[src/rtl/keypad_scanner.sv]
// Matrix keypad scanner: one-column-low strobing, per-key debounce, live keymap
// and a press/release event FIFO with a registered head and sticky overflow flag.
module keypad_scanner #(
  parameter int unsigned ROWS           = 4,
  parameter int unsigned COLS           = 4,
  parameter int unsigned SCAN_DIV       = 1024,
  parameter int unsigned DEBOUNCE_SCANS = 3,
  parameter int unsigned FIFO_DEPTH     = 8,
  parameter int unsigned KW             = (ROWS * COLS > 1) ? $clog2(ROWS * COLS) : 1
) (
  input  logic                   fpga_clk,
  input  logic                   rst_in,
  input  logic [ROWS-1:0]        row,
  output logic [COLS-1:0]        col,
  output logic [ROWS*COLS-1:0]   keymap,
  output logic                   evt_valid,
  input  logic                   evt_ready,
  output logic                   evt_pressed,
  output logic [KW-1:0]          evt_key,
  output logic                   ovf,
  input  logic                   ovf_clr
);

  localparam int unsigned NK  = ROWS * COLS;
  localparam int unsigned CIW = (COLS > 1) ? $clog2(COLS) : 1;
  localparam int unsigned RIW = (ROWS > 1) ? $clog2(ROWS) : 1;
  localparam int unsigned DVW = $clog2(SCAN_DIV);
  localparam int unsigned DCW = $clog2(DEBOUNCE_SCANS + 1);
  localparam int unsigned PW  = $clog2(FIFO_DEPTH);
  localparam int unsigned FCW = $clog2(FIFO_DEPTH + 1);
  localparam int unsigned EW  = KW + 1;

  // Events of one tick drain one per cycle; they must be gone before the next tick.
  if (SCAN_DIV < ROWS || SCAN_DIV < 2) begin : g_bad_scan_div
    $error("keypad_scanner: SCAN_DIV must be >= ROWS and >= 2");
  end

  logic [1:0]         rst_sync_q;
  logic               rst_n;
  logic [ROWS-1:0]    row_meta_q, row_sync_q;
  logic [DVW-1:0]     div_q, div_d;
  logic [CIW-1:0]     col_idx_q, col_idx_d;
  logic [COLS-1:0]    col_q, col_d;
  logic               tick;
  logic [NK-1:0]      keymap_q, keymap_d;
  logic [DCW-1:0]     cnt_q [NK];
  logic [DCW-1:0]     cnt_d [NK];
  logic [KW-1:0]      k;
  logic [ROWS-1:0]    new_ev, new_val;
  logic [ROWS-1:0]    pend_q, pend_d, pend_val_q, pend_val_d;
  logic [CIW-1:0]     pend_col_q, pend_col_d;
  logic [ROWS-1:0]    src, src_val;
  logic [CIW-1:0]     src_col;
  logic [RIW-1:0]     sel;
  logic               push;
  logic [EW-1:0]      push_data;
  logic [EW-1:0]      mem_q [FIFO_DEPTH];
  logic [PW-1:0]      rd_ptr_q, rd_ptr_d, wr_ptr_q, wr_ptr_d;
  logic [FCW-1:0]     count_q, count_d, remain;
  logic               pop, full, accept, drop;
  logic               evt_valid_q, evt_valid_d, evt_pressed_q, evt_pressed_d;
  logic [KW-1:0]      evt_key_q, evt_key_d;
  logic [EW-1:0]      head_nxt;
  logic               ovf_q, ovf_d;

  // Reset: asserts asynchronously, releases on the second clock edge.
  always_ff @(posedge fpga_clk or negedge rst_in) begin
    if (!rst_in) rst_sync_q <= 2'b00;
    else         rst_sync_q <= {rst_sync_q[0], 1'b1};
  end
  assign rst_n = rst_sync_q[1];

  // Scan divider and column strobe.
  always_comb begin
    tick      = (div_q == DVW'(SCAN_DIV - 1));
    div_d     = tick ? '0 : div_q + DVW'(1);
    col_idx_d = col_idx_q;
    if (tick) col_idx_d = (col_idx_q == CIW'(COLS - 1)) ? '0 : col_idx_q + CIW'(1);
    col_d     = ~(COLS'(1) << col_idx_d);
  end

  // Debounce the ROWS keys of the current column on each tick.
  always_comb begin
    keymap_d = keymap_q;
    cnt_d    = cnt_q;
    new_ev   = '0;
    new_val  = '0;
    k        = '0;
    if (tick) begin
      for (int r = 0; r < ROWS; r++) begin
        k = KW'(r * COLS) + KW'(col_idx_q);
        if (!row_sync_q[r] == keymap_q[k]) begin
          cnt_d[k] = '0;
        end else if (cnt_q[k] == DCW'(DEBOUNCE_SCANS - 1)) begin
          cnt_d[k]    = '0;
          keymap_d[k] = !keymap_q[k];
          new_ev[r]   = 1'b1;
          new_val[r]  = !row_sync_q[r];
        end else begin
          cnt_d[k] = cnt_q[k] + DCW'(1);
        end
      end
    end
  end

  // Lowest-row event goes straight in on the tick; the rest drain from pend_q.
  always_comb begin
    pend_d     = pend_q;
    pend_val_d = pend_val_q;
    pend_col_d = pend_col_q;
    push       = 1'b0;
    push_data  = '0;
    src        = pend_q;
    src_val    = pend_val_q;
    src_col    = pend_col_q;
    sel        = '0;
    if (tick && (|new_ev)) begin
      src     = new_ev;
      src_val = new_val;
      src_col = col_idx_q;
    end
    for (int r = ROWS - 1; r >= 0; r--) begin
      if (src[r]) sel = RIW'(r);
    end
    if (|src) begin
      push       = 1'b1;
      push_data  = {src_val[sel], KW'(sel) * KW'(COLS) + KW'(src_col)};
      pend_d     = src & ~(ROWS'(1) << sel);
      pend_val_d = src_val;
      pend_col_d = src_col;
    end
  end

  // Event FIFO with a registered copy of the next head.
  always_comb begin
    pop      = evt_valid_q && evt_ready;
    full     = (count_q == FCW'(FIFO_DEPTH));
    accept   = push && (!full || pop);
    drop     = push && full && !pop;
    rd_ptr_d = pop ? rd_ptr_q + PW'(1) : rd_ptr_q;
    wr_ptr_d = accept ? wr_ptr_q + PW'(1) : wr_ptr_q;
    remain   = pop ? count_q - FCW'(1) : count_q;
    count_d  = accept ? remain + FCW'(1) : remain;
    head_nxt = (remain == '0) ? push_data : mem_q[rd_ptr_d];
    evt_valid_d   = (count_d != '0);
    evt_pressed_d = evt_pressed_q;
    evt_key_d     = evt_key_q;
    if (evt_valid_d) begin
      evt_pressed_d = head_nxt[EW-1];
      evt_key_d     = head_nxt[KW-1:0];
    end
    ovf_d = (ovf_q && !ovf_clr) || drop;
  end

  always_ff @(posedge fpga_clk) begin
    if (accept) mem_q[wr_ptr_q] <= push_data;
  end

  always_ff @(posedge fpga_clk or negedge rst_n) begin
    if (!rst_n) begin
      row_meta_q    <= '1;
      row_sync_q    <= '1;
      div_q         <= '0;
      col_idx_q     <= '0;
      col_q         <= ~COLS'(1);
      keymap_q      <= '0;
      cnt_q         <= '{default: '0};
      pend_q        <= '0;
      pend_val_q    <= '0;
      pend_col_q    <= '0;
      rd_ptr_q      <= '0;
      wr_ptr_q      <= '0;
      count_q       <= '0;
      evt_valid_q   <= 1'b0;
      evt_pressed_q <= 1'b0;
      evt_key_q     <= '0;
      ovf_q         <= 1'b0;
    end else begin
      row_meta_q    <= row;
      row_sync_q    <= row_meta_q;
      div_q         <= div_d;
      col_idx_q     <= col_idx_d;
      col_q         <= col_d;
      keymap_q      <= keymap_d;
      cnt_q         <= cnt_d;
      pend_q        <= pend_d;
      pend_val_q    <= pend_val_d;
      pend_col_q    <= pend_col_d;
      rd_ptr_q      <= rd_ptr_d;
      wr_ptr_q      <= wr_ptr_d;
      count_q       <= count_d;
      evt_valid_q   <= evt_valid_d;
      evt_pressed_q <= evt_pressed_d;
      evt_key_q     <= evt_key_d;
      ovf_q         <= ovf_d;
    end
  end

  assign col         = col_q;
  assign keymap      = keymap_q;
  assign evt_valid   = evt_valid_q;
  assign evt_pressed = evt_pressed_q;
  assign evt_key     = evt_key_q;
  assign ovf         = ovf_q;

endmodule

[config.mk]
export PLATFORM = sky130hd
export DESIGN_NAME = keypad_scanner
export DESIGN_NICKNAME = d
export VERILOG_FILES = /design/src/rtl/keypad_scanner.sv
export SDC_FILE = /design/constraint.sdc
export NUM_CORES = 1
export LEC_CHECK = 0
export ABC_AREA = 1
export CAP_MARGIN = 20
export CORE_ASPECT_RATIO = 1.1
export CORE_MARGIN = 3
export CORE_UTILIZATION = 40
export DETAILED_ROUTE_END_ITERATION = 6
export GPL_TIMING_DRIVEN = 0
export PLACE_DENSITY = 0.53
export RECOVER_POWER = 25
export SLEW_MARGIN = 40
export SYNTH_ARGS = -nofsm -noshare
export SYNTH_HDL_FRONTEND = slang
export SYNTH_SLANG_ARGS = --single-unit
[constraint.sdc]
create_clock -name fpga_clk -period 3.9 [get_ports fpga_clk]
set_clock_uncertainty 0.2 [all_clocks]
set_input_delay 0.39 -clock fpga_clk [delete_from_list [all_inputs] [get_ports fpga_clk]]
set_output_delay 0.39 -clock fpga_clk [all_outputs]
set_load 0.03 [all_outputs]
# Word-level counts from Yosys, hierarchy flattened
# Memories as Yosys holds them, arrays and structs flattened.
# Index checks and enable logic that the tools add are counted.
dict set report classes {
  add_sub_neg 14
  shifts 2
  mux 104
  reduce_logical 31
  eq_ne 11
  order_cmp 17
  n_bitwise 15
}
# op count
set op_table {}
lappend op_table {{$mux 32} 11}
lappend op_table {{$mux 16} 11}
lappend op_table {{$and 32x32->32} 4}
lappend op_table {{$bwmux 32} 4}
lappend op_table {{$not 32->32} 4}
lappend op_table {{$bwmux 16} 4}
lappend op_table {{$mux 2} 19}
lappend op_table {{$bmux 2 s4} 4}
lappend op_table {{$demux 2 s4} 4}
lappend op_table {{$mux 1} 28}
lappend op_table {{$mux 4} 6}
lappend op_table {{$ge 5x5->1 const B} 4}
lappend op_table {{$lt 5x1->1 const B} 4}
lappend op_table {{$lt 4x5->1 const B} 3}
lappend op_table {{$not 4->5} 3}
lappend op_table {{$logic_and 1x1->1} 14}
lappend op_table {{$bmux 1 s4} 3}
lappend op_table {{$demux 1 s4} 3}
lappend op_table {{$ge 4x1->1 const B} 3}
lappend op_table {{$logic_not 1->1} 11}
lappend op_table {{$add 10x1->10 const B} 1}
lappend op_table {{$add 2x1->2 const B} 5}
lappend op_table {{$eq 10x10->1 const B} 1}
lappend op_table {{$eq 2x2->1 const B} 5}
lappend op_table {{25 further kinds} 35}
dict set report word_totals {
  wordCells 228
  ramBits 40
  reg_bits 101
  mem_count 1
  out_inout_bits 27
}
# name depth width read_ports rd_ports_with_merged_regs wr line_no
set mem_list {}
lappend mem_list {mem_q 8 5 1 0 1 57} ;# logic [EW-1:0] mem_q [FIFO_DEPTH];

# Depth between registers and ports, before layout
# Gate-level depths: netlist (run 1).
dict set report depth {
  depth_word 21
  ltp_mapped 21
  mapped_depth_nobuf 20
}

# Worst setup path before layout (run 1)
# Ideal clock, no wire load.
dict set report synth_path {
  path_kind {register -> register}
  startpoint {reg col_idx_q[0]}
  endpoint {mem mem_q[0][0] (netlist bit), enable pin}
  arrival_ns 2.813
  period_less_slack_ns 3.352
  path_slack_ns 0.548
  path_stages_with_launch 18
  path_cell_list {dfrtp_1 > buf_6 > inv_6 > clkbuf_1 > buf_1 > o21ai_0 > o22ai_1 > ha_1 > nand3_2 > nand2_2 > nor2_4 > nand2_1 > nand2_2 > nor2_4 > nand2_4 > nand2_4 > or2_2 > nor2_1}
}
dict set report synth_via {
  elab_chain_cells 17
  word_cells_on_any_way 52
  classes_between {3 x add/sub; 8 x eq/ne; 33 x mux; 4 x bitwise; 4 x reduce/logical}
}
# element line_no
set synth_rtl {}
lappend synth_rtl {{from (decl)} 42} ;# logic [CIW-1:0] col_idx_q, col_idx_d;
lappend synth_rtl {{from (signal assigned)} 182} ;# col_idx_q <= col_idx_d;
lappend synth_rtl {{$add 4x2->4 (tied with other cells)} 91} ;# k = KW'(r * COLS) + KW'(col_idx_q);
lappend synth_rtl {{$not 4->5 (not written as such)} 94} ;# end else if (cnt_q[k] == DCW'(DEBOUNCE_SCANS - 1)) begin
lappend synth_rtl {{$bmux 2 s4} 94}
lappend synth_rtl {{$mux 2 (not written as such) (2 in a row)} 94}
lappend synth_rtl {{$eq 2x2->1} 94}
lappend synth_rtl {{$mux 1} 94}
lappend synth_rtl {{$mux 1} 92} ;# if (!row_sync_q[r] == keymap_q[k]) begin
lappend synth_rtl {{$mux 4 (*)} 89} ;# if (tick) begin
lappend synth_rtl {{$reduce_or 4->1} 117} ;# if (tick && (|new_ev)) begin
lappend synth_rtl {{$logic_and 1x1->1} 117}
lappend synth_rtl {{$mux 4 (*)} 117}
lappend synth_rtl {{$reduce_or 4->1 (*)} 125} ;# if (|src) begin
lappend synth_rtl {{$mux 1 (*)} 125}
lappend synth_rtl {{$logic_and 1x1->1 (*)} 138} ;# accept = push && (!full || pop);
lappend synth_rtl {{$mux 1 (*)} 156} ;# if (accept) mem_q[wr_ptr_q] <= push_data;
lappend synth_rtl {{$mux 1 (not written as such) (*)} 156}
lappend synth_rtl {{to (decl)} 57}
# Mark *: on every way between the ends. The rest lies on a longest branch, timed or not. The select of a mux whose other input is x is not followed.

# Worst setup path in the final report (run 1)
dict set report layout_path {
  startpoint {reg col_idx_q[0]}
  endpoint {mem mem_q[6][0] (netlist bit), enable pin}
}
# The elaborated chain is that of the path after synthesis.

==> out/metrics.yaml, run 1 <==
drt:
  routed_via_density: 5.09
  vias: 4794
  drt_wl_total_um: 15100
  avgRoutedWirePerCell_um: 16.0
  drc: 0
  drt_iter0_markers: 346
  firstDrtPassIters: 5
  drtAntennaViolNets: 0
logic_synthesis:
  yosysWarnings: 0
  syn_inst: 673
  ys_seq_area_frac: 0.573
  synth_top_flop_cell: "dfrtp_1"
  syn_area_per_cell_um2: 9.70
  synth_edf_count: 40
  synthArstFlopShare: 0.716
  ys_ff_latch: 141
  syn_area_mm2: 0.00653
  synthesis.nets: 696
  synth_cell_types: 41
power:
  p_total_mw: 4.43
  p_leak_nw: 3.54
  power_density_mw_per_mm2: 572
  peakVddDrop_uv: 288
flow_run:
  maxCapViolations: 1
cells_and_area:
  area_growth_pct: 18.7
  final_common_cell: "nand2_1"
  fin_util: 0.489
  nets: 751
  layout-drive-gt1-share: 0.144
  final_cells: 941
  layout_common_cells: "124 x nand2_1, 89 x dfrtp_1, 82 x nor2_1"
  n_antenna_cell: 0
  fillers: 1497
  final_area_mm2: 0.00775
floorplanning:
  die_area_mm2: 0.0179
  std_cell_rows: 48
  core_area_mm2: 0.0159
  fp.dieH_um: 140
  start_util: 0.412
  chipWidth_um: 128
  ioPinCount: 35
placement:
  port_buffers: 34
  placed_cells: 910
  place_area_mm2: 0.00718
  pre_cts_ws_ps: -359
  gp_congestion: 0.846
  dp.final_hpwl_um: 11100
clock_tree:
  cts.path.max_buffers: 2
  clock_latency_ps: 420
  post_cts_buffers: 0
  root_buffer: "clkbuf_16"
  htreeDepth: 4
  cts_tree: "yes"
  cts_buffers: 17
  clkTransAtPathRegs_ps: 60
  cts.sinks: 141
critical_path:
  crit_chain: "buf_6 > inv_6 > buf_2 > o21ai_0 > o22ai_1 > ha_1 > nand3_2 > nand2_2 > nor2_4 > nand2_1 > nand2_1 > nor2_2 > nand2_4 > nand2_4 > or2_2 > nor2_4"
  cp_max_fo: 18
  crit_type: "register to register"
  max_stage_delay_ps: 420
  path_buf_inv: 3
  reg2reg_setup_slack_ps: 300
  cp_top_family: "simple AND/OR/NAND/NOR gates"
  end_kind: "register"
  r2r_start: "col_idx_q[0]$_DFF_PN0_"
  crit_required_ps: 3810
  cpMaxStageDelayCell: "or2_2"
  start_kind: "register"
  arrival_ps: 3510
  rr_worst_depth: 16
  rr_endpoint: "mem_q[6][0]$_DFFE_PP_"
status:
  violations: "capacitance limit, slew limit"
  status: "complete, but fails checks"
timing:
  layout_min_cycle_time_ps: 3600
  setup_viol: 0
  report.final.slew_viol_count: 42
  clock.fmax_mhz: 278
  hold_viol: 0
  tightest_slew_ps: 2190
  whs_ps: 71.9
  setup_slack_ps: 298
  period_share: 0.924
  max_slew_margin: -0.462
  rsz0062_at_grt: "false"
  setup_tns_ps: 0
global_route:
  grt_pass1_wl_um: 25400
  antenna_found_initial: 0
  grt_max_degree: 42
  overflow: 0
  grt_pass1_vias: 4855
  track_usage: 0.180
min_path:
  hold_class: "register to async pin"
==> flip-flops by register name (all words and copies together) (netlist names) <==
signal and cells:
mem_q 40, cnt_q 32, keymap 16, div_q 10
col 4, count_q 4, evt_key 4, pend_q 4
pend_val_q 4, row_meta_q 4, row_sync_q 4, rd_ptr_q 3
wr_ptr_q 3, col_idx_q 2, pend_col_q 2, rst_sync_q 2
evt_pressed 1, evt_valid 1, ovf 1
==> metal layers <==
layer	GRT usage	part of all wire
met1	0.226	0.44
met5	0	0
met2	0.307	0.52
met3	0.0366	0.028
met4	0.0631	0.014
==> report_power, final <==
part	leakage [nW]	switching, mW	internal [mW]
registers	1.70	0.0665	1.67
logic	1.57	0.777	0.406
clock network	0.271	0.589	0.922
==> how the worst max path moves through the flow <==
stage,from,end,slack [ps],cells after the start
finish,col_idx_q[0]$_DFF_PN0_,mem_q[6][0]$_DFFE_PP_,300,16
global route,col_idx_q[0]$_DFF_PN0_,mem_q[3][4]$_DFFE_PP_,6,15
CTS,col_idx_q[1]$_DFF_PN0_,mem_q[6][2]$_DFFE_PP_,-40,15
detailed placement,col_idx_q[0]$_DFF_PN0_,mem_q[6][0]$_DFFE_PP_,-360,17
global placement,rst_sync_q[1]$_DFF_PN0_,div_q[8]$_DFF_PN0_,-640,0
floorplan,col_idx_q[0]$_DFF_PN0_,mem_q[0][0]$_DFFE_PP_,550,17
==> synth_stat cells (all sizes together), types with 7 or more instances <==
master	count	share of area
o221ai	7	0.0094
o22ai	7	0.0067
xor2	7	0.0094
a21oi	38	0.029
nand4	7	0.0067
nand2	150	0.10
dfstp	11	0.044
nor2	93	0.064
dfrtp	90	0.34
o21ai	59	0.045
edfxtp	40	0.18
clkbuf	12	0.0069
ha	15	0.029
nand3	42	0.041
inv	59	0.035
==> final cells by class <==
class	count	area (µm²)	share of cell area
Timing Repair Buffer	39	389	0.0502
Buffer	14	87.6	0.0113
Sequential cell	141	3750	0.483
Inverter	62	240	0.0310
Multi-Input combinational cell	453	2490	0.321
Clock buffer	25	485	0.0627
Clock inverter	7	62.6	0.00807
Tap cell	200	250	0.0323
==> cell families (layout without fill, tap and decap cells) <==
| kind of cell | after synthesis | in the layout | synth area share |
|---|---|---|---|
| buffers and inverters | 79 | 147 | 0.0517 |
| other | 2 | 2 | 0.00115 |
| AO/OA/AOI/OAI | 119 | 119 | 0.101 |
| AND/OR/NAND/NOR | 302 | 302 | 0.222 |
| adder cells (fa/ha/maj) | 15 | 15 | 0.0287 |
| XOR/XNOR | 10 | 10 | 0.0134 |
| flip-flops | 141 | 141 | 0.573 |
| multiplexers | 5 | 5 | 0.00862 |
==> what timing repair did <==
| item | in CTS | in global routing |
|---|---|---|
| hold endpoints to repair | 5 | 0 |
| resized for setup | 8 | 4 |
| hold buffers | 2 | 0 |
| gates cloned | 0 | 0 |
| endpoints found under the setup margin | 77 | 53 |
==> worst reg2reg max path: stages, from the launching register on <==
cell,delay (ps)
dfrtp_1,390
buf_6,180
inv_6,90
buf_2,200
o21ai_0,190
o22ai_1,100
ha_1,260
nand3_2,200
nand2_2,100
nor2_4,250
nand2_1,80
nand2_1,110
nor2_2,60
nand2_4,130
nand2_4,110
or2_2,420
nor2_4,210
Note: power is estimated with default switching activity, not from simulation.
==> run 2: changes to the inputs <==
--- a/config.mk
+++ b/config.mk
@@ -5,7 +5,6 @@
 export SDC_FILE = /design/constraint.sdc
 export NUM_CORES = 1
 export LEC_CHECK = 0
-export ABC_AREA = 1
 export CAP_MARGIN = 20
 export CORE_ASPECT_RATIO = 1.1
 export CORE_MARGIN = 3
==> run 2 against run 1 <==
Effect of this change: wire length shrank 3.1%; global-route usage fell by 0.34 points; worst setup slack lost 47 ps; via count is 7.7% lower; combinational power about the same; sequential cell count unchanged; hold slack better by 81 ps; first-iteration DRC count down 32%; the run still ends with capacitance limit, slew limit left; largest cell class unchanged.
==> out/metrics.yaml, run 2 <==
clock_tree:
  cts.path.max_buffers: 2  # unchanged
  htreeDepth: 4  # unchanged
  cts_buffers: 17  # unchanged
  cts.sinks: 141  # unchanged
  clkTransAtPathRegs_ps: 60  # about the same
  cts_tree: "yes"
  root_buffer: "clkbuf_16"
  clock_latency_ps: 420  # about the same
logic_synthesis:
  syn_inst: 539  # -20%
  syn_area_per_cell_um2: 12.2  # +26%
  synthArstFlopShare: 0.716  # unchanged
  synthesis.nets: 562  # -19%
  synth_common_cells: "90 x dfrtp_1, 68 x nand2_1, 40 x edfxtp_1"
  yosysWarnings: 0  # unchanged
  synth_top_family_by_area: "multiplexers"
  synth.most_common_cell: "dfrtp_1"
  yosysTopAreaCellShare: 0.342  # -0.00262
  ys_ff_latch: 141  # unchanged
  synth-adder-area-share: 0.0285  # -0.000219
  yosys.area_share.xor_xnor: 0.0386  # +0.0252
  synth_top_flop_cell: "dfrtp_1"
  yosys.area_share.simple: 0.0928  # -0.129
  synth_mux_area_frac: 0.128  # +0.119
  synth_cell_types: 54  # +32%
  syn_area_mm2: 0.00658  # +0.77%
  synth_area_leaders: "dfrtp_1 34%, edfxtp_1 18%, mux4_2 5.1%"
  synth_largest_area_cell: "dfrtp_1"
  synth_edf_count: 40  # unchanged
  ys_seq_area_frac: 0.569  # -0.00436
  synth-compound-area-share: 0.112  # +0.0112
drt:
  maxUsedRoutingLayer: "met4"
  wl_met3_um: 444  # +5.5%
  drtAntennaViolNets: 0  # unchanged
  drt_wl_total_um: 14600  # -3.1%
  met2_length_um: 7600  # -3.1%
  wl_met1_um: 6370  # -3.8%
  routed_via_density: 5.43  # +6.7%
  firstDrtPassIters: 5  # unchanged
  drc: 0  # unchanged
  drt_iter0_markers: 236  # -32%
  vias: 4424  # -7.7%
  avgRoutedWirePerCell_um: 18.0  # +12%
critical_path:
  arrival_ps: 3580  # +70 ps
  crit_required_ps: 3830  # +20 ps
  end_kind: "register"
  cp_max_fo: 10  # -8
  cpMaxStageDelayCell: "mux4_2"
  crit_chain: "buf_6 > buf_6 > buf_6 > mux4_2 > inv_1 > ha_2 > nand2_1 > o22a_2 > a31oi_4 > nor2_1 > nor2_2 > nand2_4 > nor3_4 > buf_12"
  crit_type: "register to register"
  start_kind: "register"
  cp_common_cell: "buf_6"
  max_stage_delay_ps: 560  # +140 ps
timing:
  hold_viol: 0  # unchanged
  setup_viol: 0  # unchanged
  layout_min_cycle_time_ps: 3650  # +47.1 ps
  report.final.slew_viol_count: 29  # -31%
  period_share: 0.936  # +0.0121
  clock.fmax_mhz: 274  # -1.3%
  setup_slack_ps: 251  # -47.1 ps
  rsz0062_at_grt: "false"
  max_slew_margin: -0.132  # +0.330
  tightest_slew_ps: 1700  # -494 ps
global_route:
  track_usage: 0.176  # -0.00341
  grt_pass1_vias: 4683  # -3.5%
  antenna_found_initial: 0  # unchanged
  overflow: 0  # unchanged
  grt_max_degree: 38  # -9.5%
  grt_pass1_wl_um: 24600  # -3.0%
cells_and_area:
  area_growth_pct: 21.7
  largest_register_ffs: 40  # unchanged
  multi_input_area_mm2: 0.00279  # +12%
  fin_util: 0.503  # +0.0144
  regArea_mm2: 0.00374  # -0.10%
  layout-drive-gt1-share: 0.186  # +0.0413
  top_register: "mem_q"
  n_antenna_cell: 0  # unchanged
  layout_common_cells: "90 x dfrtp_1, 67 x nand2_1, 40 x edfxtp_1"
  final_common_cell: "dfrtp_1"
  fillers: 1409  # -5.9%
  nets: 624  # -17%
min_path:
  hold_class: "register to register"
floorplanning:
  fp.dieH_um: 141  # +0.37%
  start_util: 0.413  # +0.00159
  core_area_mm2: 0.0159  # +0.38%
  ioPinCount: 35  # unchanged
  chipWidth_um: 128  # +0.36%
  die_area_mm2: 0.0180  # +0.73%
  std_cell_rows: 48  # unchanged
placement:
  port_buffers: 34  # unchanged
  dp.final_hpwl_um: 10300  # -7.1%
  gp_congestion: 0.846  # about the same
  pre_cts_ws_ps: -840  # -481 ps
flow_run:
  maxCapViolations: 1  # unchanged
power:
  peakVddDrop_uv: 282  # -1.9%
  power_density_mw_per_mm2: 578  # +0.95%
  p_leak_nw: 3.29  # -7.1%
status:
  status: "complete, but fails checks"
  violations: "capacitance limit, slew limit"
run 2: layout make-up:
class	instances	area share
inverters	27	0.0127
clock buffers	19	0.0541
clock inverters	13	0.0183
well taps	200	0.0313
plain buffers	21	0.0136
multi-input cells	350	0.348
repair buffers	43	0.0544
flip-flops and latches	141	0.467
run 2: worst max-delay path, delay by kind of cell, from the launching register on:
| kind | cells | cell delay [ps] |
|---|---|---|
| AO/OA/AOI/OAI | 2 | 540 |
| flip-flops | 1 | 360 |
| buffers and inverters | 5 | 700 |
| AND/OR/NAND/NOR | 5 | 780 |
| multiplexers | 1 | 560 |
| adder cells (fa/ha/maj) | 1 | 210 |
run 2: per-layer routing:
metal  global-route usage  vias to the layer above
li1                     -                     2099
met1                0.218                     2231
met3               0.0450                       16
met2                0.297                       78
met4               0.0654                        0
met5                    0                        -
run 2: final timing paths:
path,startpoint,end,slack (ps),depth (start not counted)
min,rst_sync_q[0]$_DFF_PN0_,rst_sync_q[1]$_DFF_PN0_,150,0
max,col_idx_q[0]$_DFF_PN0_,mem_q[1][0]$_DFFE_PP_,250,14
min in group asynchronous,rst_sync_q[1]$_DFF_PN0_,ovf$_DFF_PN0_,410,0
max in group asynchronous,rst_sync_q[1]$_DFF_PN0_,row_sync_q[0]$_DFF_PN1_,860,2
min reg2reg,rst_sync_q[0]$_DFF_PN0_,rst_sync_q[1]$_DFF_PN0_,150,0
max reg2reg,col_idx_q[0]$_DFF_PN0_,mem_q[1][0]$_DFFE_PP_,250,14
run 2: through the flow:
step | cells | cell area, µm² | total power [mW] | TNS, ps | hold WS, ps
CTS | 812 | 7990 | 4.68 | 0 | 126
global placement | 773 | 7170 | 2.96 | -108920 | 137
finish | 814 | 8010 | 4.62 | 0 | 153
detailed placement | 776 | 7250 | 3.00 | -45100 | 117
global route | 814 | 8010 | 4.88 | 0 | 156
floorplan | 539 | 6580 | 2.67 | 0 | -106
run 2: kinds of logic after synthesis:
kind of cell / after synthesis
XOR/XNOR: 26
adder cells (fa/ha/maj): 15
buffers and inverters: 48
AND/OR/NAND/NOR: 136
AO/OA/AOI/OAI: 109
multiplexers: 62
flip-flops: 141
other: 2
run 2: repair_timing:
| item | CTS | global route |
|---|---|---|
| resized for setup | 29 | 7 |
| endpoints found under the hold margin | 2 | 0 |
| pin swaps | 4 | 4 |
| hold buffers | 1 | 0 |
| setup buffers | 3 | 2 |
| setup endpoints to repair | 79 | 69 |
run 2: power breakdown:
part	total [mW]	switching, mW	internal [mW]	leakage, nW
clock network	1.60	0.601	0.997	0.285
registers	1.82	0.127	1.69	1.70
logic	1.21	0.650	0.556	1.30
total	4.62	1.38	3.25	3.29
